[src/rtl/cpu_pkg.sv]
// Shared CPU definitions: fetch FSM states, PC constants and opcodes common to fetch and decode.
package cpu_pkg;

    typedef enum logic [2:0] {
        IDLE = 3'd0,
        REQ  = 3'd1,
        WAIT = 3'd2,
        HOLD = 3'd3,
        HALT = 3'd4
    } fetch_state_t;

    localparam logic [31:0] PC_STEP          = 32'd4;
    localparam logic [31:0] RESET_PC_DEFAULT = 32'h0000_0000;

    // Primary opcode field values (instr[31:26]) shared with the decoder.
    localparam logic [5:0] OPC_SPECIAL = 6'h00;
    localparam logic [5:0] OPC_J       = 6'h02;
    localparam logic [5:0] OPC_JAL     = 6'h03;
    localparam logic [5:0] OPC_BEQ     = 6'h04;
    localparam logic [5:0] OPC_ADDI    = 6'h08;

endpackage

[src/rtl/next_pc_calc.sv]
// Redirect target computation: branch (link + word offset) or jump (region + word target).
module next_pc_calc
    import cpu_pkg::*;
(
    input  logic        redir_branch,
    input  logic        redir_jump,
    input  logic [31:0] redir_pc,
    input  logic [15:0] beq_off,
    input  logic [25:0] target_addr,
    output logic [31:0] target,
    output logic        misaligned
);

    logic [31:0] link;
    logic [31:0] branch_target;
    logic [31:0] jump_target;

    // Jump takes priority; with no redirect the target is simply the link value.
    always_comb begin
        link          = redir_pc + PC_STEP;
        branch_target = link + {{14{beq_off[15]}}, beq_off, 2'b00};
        jump_target   = {link[31:28], target_addr, 2'b00};
        if (redir_jump) begin
            target = jump_target;
        end else if (redir_branch) begin
            target = branch_target;
        end else begin
            target = link;
        end
        misaligned = (target[1:0] != 2'b00);
    end

endmodule

[src/rtl/instr_fetch_unit.sv]
// Fetch stage: owns the PC, reads instruction memory (one outstanding request) and hands
// instructions to decode. Optional misaligned-redirect trap enabled by IF_MISALIGN_TRAP_EN.
module instr_fetch_unit
    import cpu_pkg::*;
#(
    parameter logic [31:0] RESET_PC = RESET_PC_DEFAULT,
    parameter int          DATA_W   = 32
) (
    input  logic              clk,
    input  logic              rst_n,
    output logic              imem_req,
    output logic [DATA_W-1:0] imem_addr,
    input  logic              imem_gnt,
    input  logic              imem_rvalid,
    input  logic [DATA_W-1:0] imem_rdata,
    output logic              instr_valid,
    input  logic              instr_ready,
    output logic [DATA_W-1:0] instr,
    output logic [DATA_W-1:0] pc,
    output logic [DATA_W-1:0] pc_plus4,
    input  logic              redir_branch,
    input  logic              redir_jump,
    input  logic [DATA_W-1:0] redir_pc,
    input  logic [15:0]       beq_off,
    input  logic [25:0]       target_addr,
    output logic              fetch_err
);

    fetch_state_t      state;
    fetch_state_t      state_next;
    logic [DATA_W-1:0] fetch_pc;
    logic              kill;
    logic [31:0]       calc_target;
    logic              calc_misaligned;
    logic [DATA_W-1:0] redirect_target;
    logic              redirect_take;

    next_pc_calc u_next_pc_calc (
        .redir_branch (redir_branch),
        .redir_jump   (redir_jump),
        .redir_pc     (redir_pc),
        .beq_off      (beq_off),
        .target_addr  (target_addr),
        .target       (calc_target),
        .misaligned   (calc_misaligned)
    );

    assign redirect_take = (redir_branch || redir_jump) && (state != HALT);

`ifdef IF_MISALIGN_TRAP_EN
    logic trap_redirect;
    assign redirect_target = calc_target;
    assign trap_redirect   = redirect_take && calc_misaligned;

    always_ff @(posedge clk or negedge rst_n) begin
        if (!rst_n) begin
            fetch_err <= 1'b0;
        end else if (trap_redirect) begin
            fetch_err <= 1'b1;
        end
    end
`else
    logic unused_calc;
    assign redirect_target = {calc_target[31:2], 2'b00};
    assign unused_calc     = ^{calc_target[1:0], calc_misaligned};
    assign fetch_err       = 1'b0;
`endif

    always_ff @(posedge clk or negedge rst_n) begin
        if (!rst_n) begin
            state <= IDLE;
        end else begin
            state <= state_next;
        end
    end

    // A redirect out of HOLD or a killed/dropped response always returns to REQ.
    always_comb begin
        state_next = state;
        unique case (state)
            IDLE: state_next = REQ;
            REQ:  if (imem_gnt) state_next = WAIT;
            WAIT: if (imem_rvalid) state_next = (kill || redirect_take) ? REQ : HOLD;
            HOLD: if (redirect_take || instr_ready) state_next = REQ;
`ifdef IF_MISALIGN_TRAP_EN
            HALT: state_next = HALT;
`endif
            default: state_next = IDLE;
        endcase
`ifdef IF_MISALIGN_TRAP_EN
        if (trap_redirect) begin
            state_next = HALT;
        end
`endif
    end

    always_comb begin
        imem_req  = (state == REQ);
        imem_addr = fetch_pc;
    end

    // A redirect caught with a request in flight marks that response for discard via kill.
    always_ff @(posedge clk or negedge rst_n) begin
        if (!rst_n) begin
            fetch_pc    <= RESET_PC;
            kill        <= 1'b0;
            instr_valid <= 1'b0;
            instr       <= '0;
            pc          <= '0;
            pc_plus4    <= PC_STEP;
        end else if (redirect_take) begin
            fetch_pc    <= redirect_target;
            instr_valid <= 1'b0;
            if (state == WAIT) begin
                kill <= !imem_rvalid;
            end else if ((state == REQ) && imem_gnt) begin
                kill <= 1'b1;
            end
        end else if ((state == WAIT) && imem_rvalid) begin
            if (kill) begin
                kill <= 1'b0;
            end else begin
                instr       <= imem_rdata;
                pc          <= fetch_pc;
                pc_plus4    <= fetch_pc + PC_STEP;
                fetch_pc    <= fetch_pc + PC_STEP;
                instr_valid <= 1'b1;
            end
        end else if ((state == HOLD) && instr_ready) begin
            instr_valid <= 1'b0;
        end
    end

endmodule

[config.mk]
export PLATFORM = sky130hd
export DESIGN_NAME = instr_fetch_unit
export DESIGN_NICKNAME = d
export VERILOG_FILES = /design/src/rtl/cpu_pkg.sv /design/src/rtl/next_pc_calc.sv /design/src/rtl/instr_fetch_unit.sv
export SDC_FILE = /design/constraint.sdc
export NUM_CORES = 1
export LEC_CHECK = 0
export ABC_AREA = 1
export CORE_ASPECT_RATIO = 1.25
export CORE_MARGIN = 5
export CORE_UTILIZATION = 54
export DETAILED_ROUTE_END_ITERATION = 8
export GPL_ROUTABILITY_DRIVEN = 0
export GPL_TIMING_DRIVEN = 0
export PLACE_DENSITY = 0.87
export SKIP_LAST_GASP = 1
export SLEW_MARGIN = 20
export SYNTH_ARGS = -nofsm -noshare
export SYNTH_HDL_FRONTEND = slang
export SYNTH_HIERARCHICAL = 1
export SYNTH_SLANG_ARGS = --single-unit
[constraint.sdc]
create_clock -name clk -period 4.12 [get_ports clk]
set_clock_uncertainty 0.05 [all_clocks]
set_input_delay 1.03 -clock clk [delete_from_list [all_inputs] [get_ports clk]]
set_output_delay 1.03 -clock clk [all_outputs]
set_load 0.05 [all_outputs]
## After elaboration in Yosys (flattened, before gate mapping)

Cells that the tools add are included.
W data, S select, Z words.

| operators by class | value |
|---|---|
| muxes and demuxes | 18 |
| eq/ne operators | 10 |
| $add $sub $neg | 3 |
| bitwise gates (word level) | 2 |
| reductions and logical operators | 16 |

Operators with widths:

| cell | count |
|---|---|
| $mux W32 | 5 |
| $add A32 B3 Y32 const B | 2 |
| $add A32 B32 Y32 | 1 |
| $pmux W3 S4 | 1 |
| $mux W3 | 3 |
| $mux W1 | 8 |
| $eq A3 B2 Y1 const B | 2 |
| $ne A3 B3 Y1 const B | 2 |
| $reduce_and A2 Y1 | 3 |
| $reduce_and A3 Y1 | 2 |
| $logic_and A1 B1 Y1 | 4 |
| $ne A2 B1 Y1 const B | 2 |
| $ne A2 B2 Y1 const B | 2 |
| $eq A3 B1 Y1 const B | 1 |
| $logic_not A3 Y1 | 1 |
| $logic_or A1 B1 Y1 | 3 |
| $ne A3 B1 Y1 const B | 1 |
| $reduce_bool A3 Y1 | 1 |
| $mux W2 | 1 |
| $not A1 Y1 | 2 |
| $reduce_bool A2 Y1 | 1 |
| $logic_not A1 Y1 | 1 |

| storage, ports and cells | value |
|---|---|
| register bits after elaboration | 133 |
| word-level logic and storage cells | 56 |
| output and inout port bits | 131 |
| input port bits | 113 |

## Longest topological paths before layout

| depth | value |
|---|---|
| depth in word-level cells | 6 |
| depth in mapped cells | 25 |
| mapped depth without buffers | 25 |

## By module

Netlist, hierarchy kept.

By module, submodules not included:

| module | sequential area each (um^2) | times used | area an instance (um^2) | cells an instance |
|---|---|---|---|---|
| instr_fetch_unit | 3,154.3 | 1 | 5,851.9 | 699 |
| next_pc_calc | 0.0 | 1 | 3,601.0 | 741 |

## Worst setup path after synthesis

Ideal clock, no wire load.

| timing path | value |
|---|---|
| kind | input -> register |
| from | input redir_pc[2] |
| to | register fetch_pc[30], in the netlist imem_addr[30] |
| data arrival time | 3.262 ns |
| cell stages on the path | 19 |
| slack | 0.686 ns |
| buffers on the path | 0 |
| data required time | 3.948 ns |
| path through | ha_1 > nor3b_4 > nand3_2 > nor2_2 > nand2_1 > xor2_1 > clkinv_2 > ha_1 > inv_1 > nor3_1 > and2_1 > and2_1 > nand2_1 > nand2_1 > nand2_1 > nand3_1 > nand2_1 > a22oi_1 > nand2_1 |

| on the way | value |
|---|---|
| longest elaborated chain between the ends | 5 |

RTL lines:

| what | RTL line | text |
|---|---|---|
| from (decl) | instr_fetch_unit.sv:23 | `input logic [DATA_W-1:0] redir_pc,` |
| $add A32 B3 Y32 (*) | next_pc_calc.sv:20 | `link = redir_pc + PC_STEP;` |
| $add A32 B32 Y32 | next_pc_calc.sv:21 | `branch_target = link + {{14{beq_off[15]}}, beq_off, 2'b00};` |
| $mux W32 | next_pc_calc.sv:25 | `end else if (redir_branch) begin` |
| $mux W32 (*) | next_pc_calc.sv:23 | `if (redir_jump) begin` |
| named net calc_target[30] | instr_fetch_unit.sv:33 | `logic [31:0] calc_target;` |
| $mux W32 (*) | instr_fetch_unit.sv:111 | `end else if (redirect_take) begin` |
| to (signal assigned) | instr_fetch_unit.sv:112 | `fetch_pc <= redirect_target;` |
| to (signal assigned) | instr_fetch_unit.sv:126 | `fetch_pc <= fetch_pc + PC_STEP;` |
| to (decl) | instr_fetch_unit.sv:31 | `logic [DATA_W-1:0] fetch_pc;` |

The timed path passes the listed nets; every way through them passes the cells marked *.
A chain may end at the register's enable or synchronous reset.

## Worst setup path in the final report

| timing path | value |
|---|---|
| from | input redir_pc[13] |
| to | register fetch_pc[22], in the netlist imem_addr[22] |

| on the way | value |
|---|---|
| longest elaborated chain between the ends | 5 |

RTL lines:

| what | RTL line |
|---|---|
| $add A32 B3 Y32 (*) | next_pc_calc.sv:20 |
| $add A32 B32 Y32 | next_pc_calc.sv:21 |
| $mux W32 (*) | next_pc_calc.sv:25 |
| $mux W32 (*) | next_pc_calc.sv:23 |
| named net calc_target[22] | instr_fetch_unit.sv:33 |
| $mux W32 (*) | instr_fetch_unit.sv:111 |

Marks and branches as above.

==> results.cfg <==
[setup_path]
critical_path_class = input pin to flop
required_ns = 4.42
cpPeakStageDelay_ns = 0.52
crit_top_cell = nand2_1
worstPathMaxFanout = 4
slowest_stage = clkdlybuf4s50_1
crit_arrival_ns = 4.33
worst_setup_path_end_kind = flop
start_kind = input pin
r2r_slack_ns = 2.31
critical_path.cell_chain = clkdlybuf4s50_1 -> nand2_2 -> nor2_2 -> nand2_2 -> nor2_1 -> nand2_1 -> xor2_2 -> inv_1 -> ha_1 -> nand2_1 -> inv_1 -> nand3_1 -> nor2_2 -> nand4_1 -> buf_4 -> nand3_1 -> nand2_1 -> nand3_1 -> nand2_1 -> nand2_1 -> a22oi_2 -> nand2_1

[sta]
tightest_slew_ns = 1.151
relSlewSlack = 0.2305
period_minus_slack_ns = 4.030
fmax_mhz = 248.2
drv_slew = 0
hold_violations = 0
rsz0062_at_grt = true
period_share = 0.9781
setup_viol = 0

[global_routing]
track_usage = 0.3250
antenna_found_initial = 0
grt_max_degree = 83
grt_overflow = 0
grt_pass1_vias = 10570
grt_pass1_wl_um = 52340

[hold_path]
hold_path_class = flop to flop

[flow_run]
maxCapViolCount = 0

[clocking]
cts_hold_buf = 0
tritoncts = built
max-clock-path-buffers = 2
cts_root_buffer = clkbuf_16
cts_made_buffers = 17
htree_levels = 4
clk_latency_ns = 0.42
cts_sinks = 126
clk_pin_slew_ns = 0.06

[power_and_ir_drop]
total_power_mw = 7.475
power_density_nw_per_um2 = 567.6
leakage_nw = 6.603
ir_drop_mv = 0.3314

[floorplanning]
die_height_um = 157.8
row_count = 54
core_area_um2 = 17300
dieArea_um2 = 20230
die_x_um = 128.2
ios = 244
initial_utilization = 0.5454

[drt]
vias = 11037
drtIter0Drc = 1256
routed_wl_um = 34530
final_antenna_net_count = 0
first_pass_iters = 6
drc = 0
avgRoutedWirePerCell_um = 17.79
routed_via_density = 5.686

[cells_and_area]
stdcell_count = 1941
drive_gt1_frac = 0.1101
finalInstanceArea_um2 = 13170
fin_nets = 1856
area_growth_pct = 39.61
num_antenna_cells = 0

[synthesis]
syn_area_um2 = 9433
ys_warn_count = 6
synth_area_per_cell_um2 = 6.573
syn_inst = 1435

[place]
io_buffers = 234
dp_cells = 1900
placed_cell_area_um2 = 12110
dp_hpwl_um = 25800

[outcome]
outcome = complete, no violations
## worst max-delay path, delay by kind of cell
family                     cells  cell delay (ns)
xor gates and xnor gates       1             0.20
and+or+nand+nor               15             1.77
adders and majority gates      1             0.32
AOI/OAI and AO/OA              1             0.09
buffers and inverters          4             0.90
## stage by stage
step | hold WS [ns] | worst slack, ns | utilization | TNS (ns)
after floorplan | 0.4468 | 0.6861 | - | 0
after global placement | 0.4058 | -2.860 | 0.6983 | -363.83
after detailed placement | 0.4131 | -0.6162 | 0.6999 | -7.906
after CTS | 0.4266 | 0.01007 | 0.7363 | 0
after global routing | 0.4400 | -0.1252 | 0.7614 | -0.4397
final | 0.4218 | 0.09043 | 0.7614 | 0
## cell type report
cell class / count / area (um2)
Inverter: 159 / 603.1
Sequential cell: 126 / 3154
Clock buffer: 18 / 439.2
Timing Repair Buffer: 244 / 2452
Buffer: 41 / 292.8
Clock inverter: 14 / 181.4
Tap cell: 224 / 280.3
Multi-Input combinational cell: 1115 / 5766
Fill cell: 1232 / 4128
## timing repair
action                                  CTS  global route
gates resized for setup                   2            92
pin swaps                                 1            14
buffers inserted                          1             8
endpoints found under the setup margin    9            17
## state kept, by name, summed over array words and instances, names as in the netlist
signal	flops
instr	32
imem_addr	30
pc	30
pc_plus4	30
state	2
instr_valid	1
kill	1
## layout by cell type, fill, tap and decap left out, drive strengths merged, types with 30 or more instances in the layout
cell type	n
nand2	620
clkdlybuf4s50	226
inv	162
dfrtp	125
nor2	122
nand3	108
o21ai	67
a21oi	45
buf	40
ha	38
clkbuf	30
## power breakdown
| part | switching (mW) | internal (mW) |
|---|---|---|
| clock network | 0.592 | 0.979 |
| registers | 0.335 | 1.68 |
| logic | 2.64 | 1.25 |
## worst paths after layout
kind,start,to,cells after the start
worst max-delay path,redir_pc[13],imem_addr[22],22
worst min-delay path,pc_plus4[2],pc_plus4[2],2
worst max register to register,imem_addr[3],pc_plus4[16],8
worst min register to register,pc_plus4[2],pc_plus4[2],2
max in group asynchronous,rst_n,pc_plus4[2],2
min in group asynchronous,rst_n,instr[11],1
## layer usage
metal,GRT usage,wire length [um]
met4,0.1997,2566
met2,0.5900,17260
met5,0,0
met1,0.3505,11860
met3,0.05332,2846
(Power assumes the default switching activity.)
